File: src/rtl/game_ctl.sv
`default_nettype none
// ============================================================================
// Module   : game_ctl
// Purpose  : VGA game sequencer. Runs the IDLE/WAIT/GAME/SCORE state machine,
//            publishes the clickable play-rectangle geometry, and keeps a
//            frame-based game timer plus a saturating hit counter.
// Revision : 1.0 - initial release
// ============================================================================
module game_ctl #(
  parameter int FRAMES_PER_SEC   = 60,
  parameter int GAME_SECONDS     = 30,
  parameter int WAIT_TIMEOUT_SEC = 10,
  parameter int SCORE_HOLD_SEC   = 5,
  parameter int PLAY_HSTART      = 380,
  parameter int PLAY_VSTART      = 186,
  parameter int PLAY_HLENGTH     = 300,
  parameter int PLAY_VLENGTH     = 100
) (
  input  logic        pclk,
  input  logic        rst,
  input  logic        vblnk,
  input  logic        play_clicked,
  input  logic        stop_clicked,
  input  logic        remote_start,
  input  logic        hit,
  output logic [1:0]  state,
  output logic [10:0] rect_hstart,
  output logic [10:0] rect_vstart,
  output logic [10:0] rect_hlength,
  output logic [10:0] rect_vlength,
  output logic [7:0]  time_left,
  output logic [7:0]  score,
  output logic        game_start,
  output logic        game_over
);

  localparam int c_FC_W = (FRAMES_PER_SEC > 1) ? $clog2(FRAMES_PER_SEC) : 1;

  // Geometry of the play rectangle; all-zero disables clicking in click_ctl.
  localparam logic [43:0] c_RECT_PLAY = {11'(PLAY_HSTART), 11'(PLAY_VSTART),
                                         11'(PLAY_HLENGTH), 11'(PLAY_VLENGTH)};
  localparam logic [43:0] c_RECT_OFF  = 44'd0;

  typedef enum logic [1:0] {
    ST_IDLE  = 2'd0,
    ST_WAIT  = 2'd1,
    ST_GAME  = 2'd2,
    ST_SCORE = 2'd3
  } state_t;

  state_t            r_state;
  logic              r_vblnk_d;
  logic [c_FC_W-1:0] r_frame_cnt;
  logic [7:0]        r_sec_cnt;

  logic       w_frame_tick;
  logic       w_sec_tick;
  logic       w_wait_timeout;
  logic       w_score_timeout;
  logic       w_game_expire;
  logic       w_leave;
  logic [7:0] w_score_inc;

  assign state = r_state;

  assign w_frame_tick    = vblnk & ~r_vblnk_d;
  assign w_sec_tick      = w_frame_tick && (r_frame_cnt == c_FC_W'(FRAMES_PER_SEC - 1));
  // Timeouts fire on the tick that would complete the Nth second.
  assign w_wait_timeout  = w_sec_tick && (r_sec_cnt == 8'(WAIT_TIMEOUT_SEC - 1));
  assign w_score_timeout = w_sec_tick && (r_sec_cnt == 8'(SCORE_HOLD_SEC - 1));
  assign w_game_expire   = w_sec_tick && (time_left == 8'd1);
  assign w_score_inc     = (score == 8'hFF) ? score : score + 8'd1;

  // Any state transition this cycle; used to restart the per-state timing.
  assign w_leave = ((r_state == ST_IDLE)  && play_clicked) ||
                   ((r_state == ST_WAIT)  && (remote_start || w_wait_timeout)) ||
                   ((r_state == ST_GAME)  && (stop_clicked || w_game_expire)) ||
                   ((r_state == ST_SCORE) && (play_clicked || w_score_timeout));

  // Frame/second timebase, restarted from zero whenever the state changes.
  always_ff @(posedge pclk) begin
    if (rst) begin
      r_vblnk_d   <= 1'b0;
      r_frame_cnt <= '0;
      r_sec_cnt   <= 8'd0;
    end else begin
      r_vblnk_d <= vblnk;
      if (w_leave) begin
        r_frame_cnt <= '0;
        r_sec_cnt   <= 8'd0;
      end else if (w_frame_tick) begin
        if (w_sec_tick) begin
          r_frame_cnt <= '0;
          r_sec_cnt   <= r_sec_cnt + 8'd1;
        end else begin
          r_frame_cnt <= r_frame_cnt + c_FC_W'(1);
        end
      end
    end
  end

  // Game state machine with registered geometry, timer, score and pulses.
  always_ff @(posedge pclk) begin
    if (rst) begin
      r_state    <= ST_IDLE;
      {rect_hstart, rect_vstart, rect_hlength, rect_vlength} <= c_RECT_PLAY;
      time_left  <= 8'd0;
      score      <= 8'd0;
      game_start <= 1'b0;
      game_over  <= 1'b0;
    end else begin
      game_start <= 1'b0;
      game_over  <= 1'b0;
      case (r_state)
        ST_IDLE: begin
          if (play_clicked) begin
            r_state <= ST_WAIT;
            {rect_hstart, rect_vstart, rect_hlength, rect_vlength} <= c_RECT_OFF;
          end
        end
        ST_WAIT: begin
          // Opponent readiness beats a coincident timeout.
          if (remote_start) begin
            r_state    <= ST_GAME;
            time_left  <= 8'(GAME_SECONDS);
            score      <= 8'd0;
            game_start <= 1'b1;
          end else if (w_wait_timeout) begin
            r_state <= ST_IDLE;
            {rect_hstart, rect_vstart, rect_hlength, rect_vlength} <= c_RECT_PLAY;
          end
        end
        ST_GAME: begin
          // A hit is counted even in the cycle the game ends.
          if (hit) begin
            score <= w_score_inc;
          end
          if (stop_clicked) begin
            r_state <= ST_IDLE;
            {rect_hstart, rect_vstart, rect_hlength, rect_vlength} <= c_RECT_PLAY;
          end else if (w_sec_tick) begin
            time_left <= time_left - 8'd1;
            if (w_game_expire) begin
              r_state   <= ST_SCORE;
              game_over <= 1'b1;
              {rect_hstart, rect_vstart, rect_hlength, rect_vlength} <= c_RECT_PLAY;
            end
          end
        end
        ST_SCORE: begin
          if (play_clicked || w_score_timeout) begin
            r_state <= ST_IDLE;
          end
        end
        default: r_state <= ST_IDLE;
      endcase
    end
  end

endmodule
`default_nettype wire

File: config.mk
export PLATFORM = sky130hd
export DESIGN_NAME = game_ctl
export DESIGN_NICKNAME = d
export VERILOG_FILES = /design/src/rtl/game_ctl.sv
export SDC_FILE = /design/constraint.sdc
export NUM_CORES = 1
export LEC_CHECK = 0
export ABC_CLOCK_PERIOD_IN_PS = 2050
export CORE_UTILIZATION = 30
export CTS_BUF_LIST = sky130_fd_sc_hd__clkbuf_16
export DETAILED_ROUTE_END_ITERATION = 16
export GPL_TIMING_DRIVEN = 0
export PLACE_DENSITY = 0.61
export SETUP_SLACK_MARGIN = 0.15
export SLEW_MARGIN = 10
export SYNTH_ARGS = -nofsm -noshare
export SYNTH_HDL_FRONTEND = slang
export SYNTH_SLANG_ARGS = --single-unit
File: constraint.sdc
create_clock -name pclk -period 2.05 [get_ports pclk]
set_clock_uncertainty 0.05 [all_clocks]
set_input_delay 0.41 -clock pclk [delete_from_list [all_inputs] [get_ports pclk]]
set_output_delay 0.41 -clock pclk [all_outputs]
set_load 0.1 [all_outputs]
### Word-level counts from Yosys, hierarchy flattened

Cells that the tools add are included.
Widths: inputs -> output; s select.

* add/sub/neg operators: 4
* eq/ne operators: 20
* reductions and logical operators: 25
* bitwise gates (word level): 5
* muxes and demuxes: 44

Operator list (count)
* $mux 11: 21
* $pmux 11 s3: 4
* $mux 8: 6
* $pmux 8 s2: 2
* $add 8x1->8 const B: 2
* $ne 2x2->1 const B: 8
* $mux 2: 7
* $ne 3x3->1 const B: 3
* $eq 8x1->1 const B: 1
* $eq 8x3->1 const B: 1
* $eq 8x4->1 const B: 1
* $eq 8x8->1 const B: 1
* $logic_and 1x1->1: 8
* $pmux 2 s4: 1
* $reduce_and 4->1: 2
* $sub 8x1->8 const B: 1
* $add 6x1->6 const B: 1
* $eq 6x6->1 const B: 1
* $logic_or 1x1->1: 6
* $mux 6: 1
* $reduce_and 6->1: 1
* $reduce_and 5->1: 1
* $eq 2x2->1 const B: 2
* $not 1->1: 4
* other kinds (10): 12

* register bits after elaboration: 79

### Depth between registers and ports, before layout

* depth in word-level cells: 10
* gate-level depth with buffers: 9
* depth with buffers taken out: 7

### Worst setup path before layout

OpenSTA, ideal clock, no wires.

* path type: reg-to-reg
* start: reg r_state[1], in the netlist state[1]
* end: reg time_left[5]
* path buffers: 1
* arrival: 2.686 ns
* slack: -0.772 ns
* cell stages (with the launch flop): 8
* cells stage by stage: dfxtp_1 > ha_1 > buf_2 > nand2b_1 > nor4b_4 > o21ai_2 > or4_1 > a211oi_1

* longest elaborated chain between the ends: 3
* elaborated cells between the ends (all ways): 8
* classes of those cells: eq/ne (5); mux (1); reduce/logical (2)

RTL lines
* start: declaration: RTL line 51 `state_t r_state;`
* start signal: assignment: RTL line 105 `r_state <= ST_IDLE;`
* start signal: assignment: RTL line 117 `r_state <= ST_WAIT;`
* start signal: assignment: RTL line 124 `r_state <= ST_GAME;`
* $eq 2x2->1 or $eq 2x1->1 (tied branches): RTL line 114 `case (r_state)`
* $ne 2x2->1 (no source line) or $reduce_bool 2->1 (tied branches)
* $reduce_and 4->1 (no source line)
* end signal: assignment: RTL line 125 `time_left <= 8'(GAME_SECONDS);`
* end signal: assignment: RTL line 142 `time_left <= time_left - 8'd1;`
* end: declaration: RTL line 31 `output logic [7:0] time_left,`

Several ways; a longest one is shown, not always the timed one.
A chain may end at the register's enable or synchronous reset.

### Worst setup path after layout

* start: reg r_state[0], in the netlist state[0]
* end: reg time_left[4]

The elaborated chain is that of the path after synthesis.

==> results.yml <==
clocking:
  clockRootBuffer: "clkbuf_16"
  clock_latency_ps: 280
  clockBufferDepth: 2
  ctsHoldBuffers: 0
  cts_buffers: 5
  h-tree-depth: 2
  cts_num_sinks: 36
  cts_tree: "built"
  clk_pin_slew_ps: 60
final_layout:
  nets: 383
  nFillCells: 721
  syn2layout_area_growth_pct: 55.4
  fin_area_um2: 3470
  drive_above_1_share_pct: 46.7
  antennaDiodeCount: 0
routing:
  drtPass1Iterations: 6
  vias_per_cell: 4.55
  postRouteAntennaNets: 0
  drt_wl_total_mm: 5.33
  drc_errors: 0
  drtIter0Drc: 61
  wire_per_inst_um: 11.5
  vias: 2105
setup_path:
  reg2reg_from: "state[0]"
  path_cells: "inv_4 > ha_4 > buf_8 > nand2b_4 > nor4b_4 > nand2_1 > or4_1 > a31oi_1"
  ff2ff_path_depth: 8
  end_kind: "flip-flop"
  critPathMaxStageDelay_ps: 480
  critPathSlowestCell: "or4_1"
  path_class: "flip-flop to flip-flop"
  crit_family: "simple AND/OR/NAND/NOR gates"
  cp.required_ps: 2210
  arrival_ps: 2170
  reg2reg_to: "time_left[4]"
  timing.critical_path.buf_inv: 2
  start_kind: "flip-flop"
  r2r_slack_ps: 40
  crit_fanout: 4
synth:
  syn-instance-count: 260
  synthesis.area_um2: 2230
  async_flop_share_pct: 0
  synth_seq_cells: 36
  synth_warnings: 0
  synthDistinctLibCells: 44
  ys_seq_area_share_pct: 32.3
  syn_area_per_cell_um2: 8.58
  synthFlopType: "dfxtp_1"
  synth_edf_count: 0
grt:
  gr-total-overflow: 0
  grt_max_degree: 20
  met2_usage_pct: 23.5
  grt_pass1_wl_mm: 8.36
  antenna_found_initial: 0
  grt_pass1_vias: 1804
  grt_util_met3_pct: 4.20
  grt_usage_pct: 13.6
  grt_use_met1_pct: 16.0
  top_usage_layer: "met2"
timing:
  hold_ws_ps: 432
  fin_ws_ps: 40.2
  setup_tns_ps: 0
  final-max-slew-violation-count: 0
  period_share_pct: 98.0
  worstMarginPinSlew_ps: 693
  hold_violations: 0
  clock.fmax_mhz: 498
  rsz0062_at_grt: "yes"
  relSlewSlack_pct: 53.3
  finalCriticalPeriod_ps: 2010
  finalSetupViolCount: 0
pwr:
  p_seq_share_pct: 25.6
  pwr_density_cell_nw_per_um2: 878
  swShare_pct: 46.7
  p_comb_share_pct: 45.9
  p_int_uw: 1620
  power_uw: 3040
  vdd_drop_max_mv: 0.292
  switching_power_uw: 1420
  clock_power_share_pct: 28.6
  p_leak_uw: 0.00143
place:
  place.gp.congestion: 0.720
  dp_hpwl_mm: 3.57
  pre_cts_ws_ps: -473
  portBuffers: 44
  place_area_um2: 2960
job:
  max_cap_violations: 0
floorplanning:
  die-height_um: 88.2
  dieArea_um2: 7780
  core_area_um2: 7210
  initial_core_util_pct: 30.9
  die_w_um: 88.2
  ios: 71
  placementRows: 31
hold_path:
  hold_start: "score[7]"
  holdPathEnd: "score[7]"
  hp-class: "flip-flop to flip-flop"
  min_delay_path_depth: 2
run_status:
  outcome: "finished, final reports clean"
## how the worst max path moves through the flow
stage | from | to | depth (start not counted) | slack, ps
2_1_floorplan | state[1] | time_left[5] | 7 | -120
3_5_place_dp | vblnk | state[0] | 7 | -470
5_1_grt | state[0] | time_left[4] | 8 | -30
6_report | state[0] | time_left[4] | 8 | 40
4_1_cts | rect_hstart[6] | rect_hstart[6] | 2 | 60
3_3_place_gp | vblnk | state[0] | 7 | -480
## sequential cells by signal, summed over array words and instances (netlist names)
| name | flops |
|---|---|
| game_over | 1 |
| game_start | 1 |
| r_frame_cnt | 6 |
| r_sec_cnt | 8 |
| r_vblnk_d | 1 |
| rect_hstart | 1 |
| score | 8 |
| state | 2 |
| time_left | 8 |
## cell usage in the layout (no fill, tap or decap), drive strengths merged, types with 9 or more instances in the layout
master         synthesis  final
clkdlybuf4s15          0     18
nand3                  9      9
nor2                  20     20
nand2                 15     15
xor2                  10     10
ha                    13     13
clkbuf                 2     13
dfxtp                 36     36
inv                   12     12
conb                   1     26
a21oi                 16     16
buf                   45     86
## synth_stat cells, types with 2 or more instances
cell type / instances / area (um^2)
o211ai_1: 2 / 15.0
nand2_1: 15 / 56.3
nand4_1: 4 / 25.0
xnor2_1: 5 / 43.8
nor2b_1: 2 / 12.5
or3_1: 2 / 12.5
nor3_1: 8 / 40.0
o21ai_0: 7 / 35.0
a211oi_1: 6 / 45.0
nand3_1: 9 / 45.0
a21oi_1: 16 / 80.1
nand2b_1: 4 / 25.0
xor2_1: 10 / 87.6
and4b_1: 2 / 20.0
or4_1: 6 / 45.0
dfxtp_1: 36 / 721
o31ai_1: 5 / 37.5
inv_1: 12 / 45.0
nor2_1: 20 / 75.1
buf_2: 2 / 10.0
clkbuf_1: 2 / 7.51
ha_1: 13 / 163
nand3b_1: 4 / 30.0
nor3b_1: 2 / 15.0
buf_4: 43 / 323
mux2i_1: 2 / 20.0
nor4_1: 4 / 25.0
## layer usage
layer | share of wire (%) | up-vias | wire [um]
met1 | 43 | 996 | 2310
met2 | 52 | 41 | 2790
li1 | - | 1064 | -
met5 | 0 | - | 0
met4 | 0.60 | 0 | 32
met3 | 3.6 | 4 | 193
## per-stage QoR
stage               utilization, %  std cells
floorplan                        -        285
global placement              41.1        428
detailed placement            41.1        428
CTS                           45.5        453
global route                  48.0        463
finish                        48.0        463
## worst register-to-register path: stages (launching register included)
cell	delay [ps]
dfxtp_4	360
inv_4	60
ha_4	120
buf_8	100
nand2b_4	70
nor4b_4	410
nand2_1	130
or4_1	480
a31oi_1	160
## cell families (layout without fill, tap and decap cells)
| group | Yosys count | in the layout | share of synthesized area, % |
|---|---|---|---|
| buffers and inverters | 59 | 138 | 17.3 |
| DFF | 36 | 36 | 32.3 |
| xor gates and xnor gates | 15 | 15 | 5.89 |
| AOI/OAI and AO/OA | 47 | 47 | 13.7 |
| other | 1 | 26 | 0.168 |
| adders and majority gates | 13 | 13 | 7.30 |
| and+or+nand+nor | 87 | 87 | 22.4 |
| muxes | 2 | 2 | 0.898 |
## timing repair
item	4_1_cts	5_1_grt
resized for setup	166	39
buffers inserted	16	9
gates cloned	1	1
endpoints found under the setup margin	61	31
pin swaps	11	14
## area by class of cell
class	count	area, um^2	area share [%]
sequential	36	754	21.8
clock buffer	5	125	3.61
multi-input combinational	190	1400	40.4
timing repair buffer	71	603	17.4
inverter	12	47.5	1.37
buffer	47	370	10.7
clock inverter	3	42.5	1.23
tap	99	124	3.57
## power by group through the flow
stage               Clock [uW]  Combinational (uW)  Sequential [uW]
floorplan                    0                 981              952
global placement             0                1370              797
detailed placement           0                1370              799
CTS                        885                1340              781
global route               916                1450              786
finish                     869                1400              779
No activity file was read; power rests on OpenSTA's default activity.
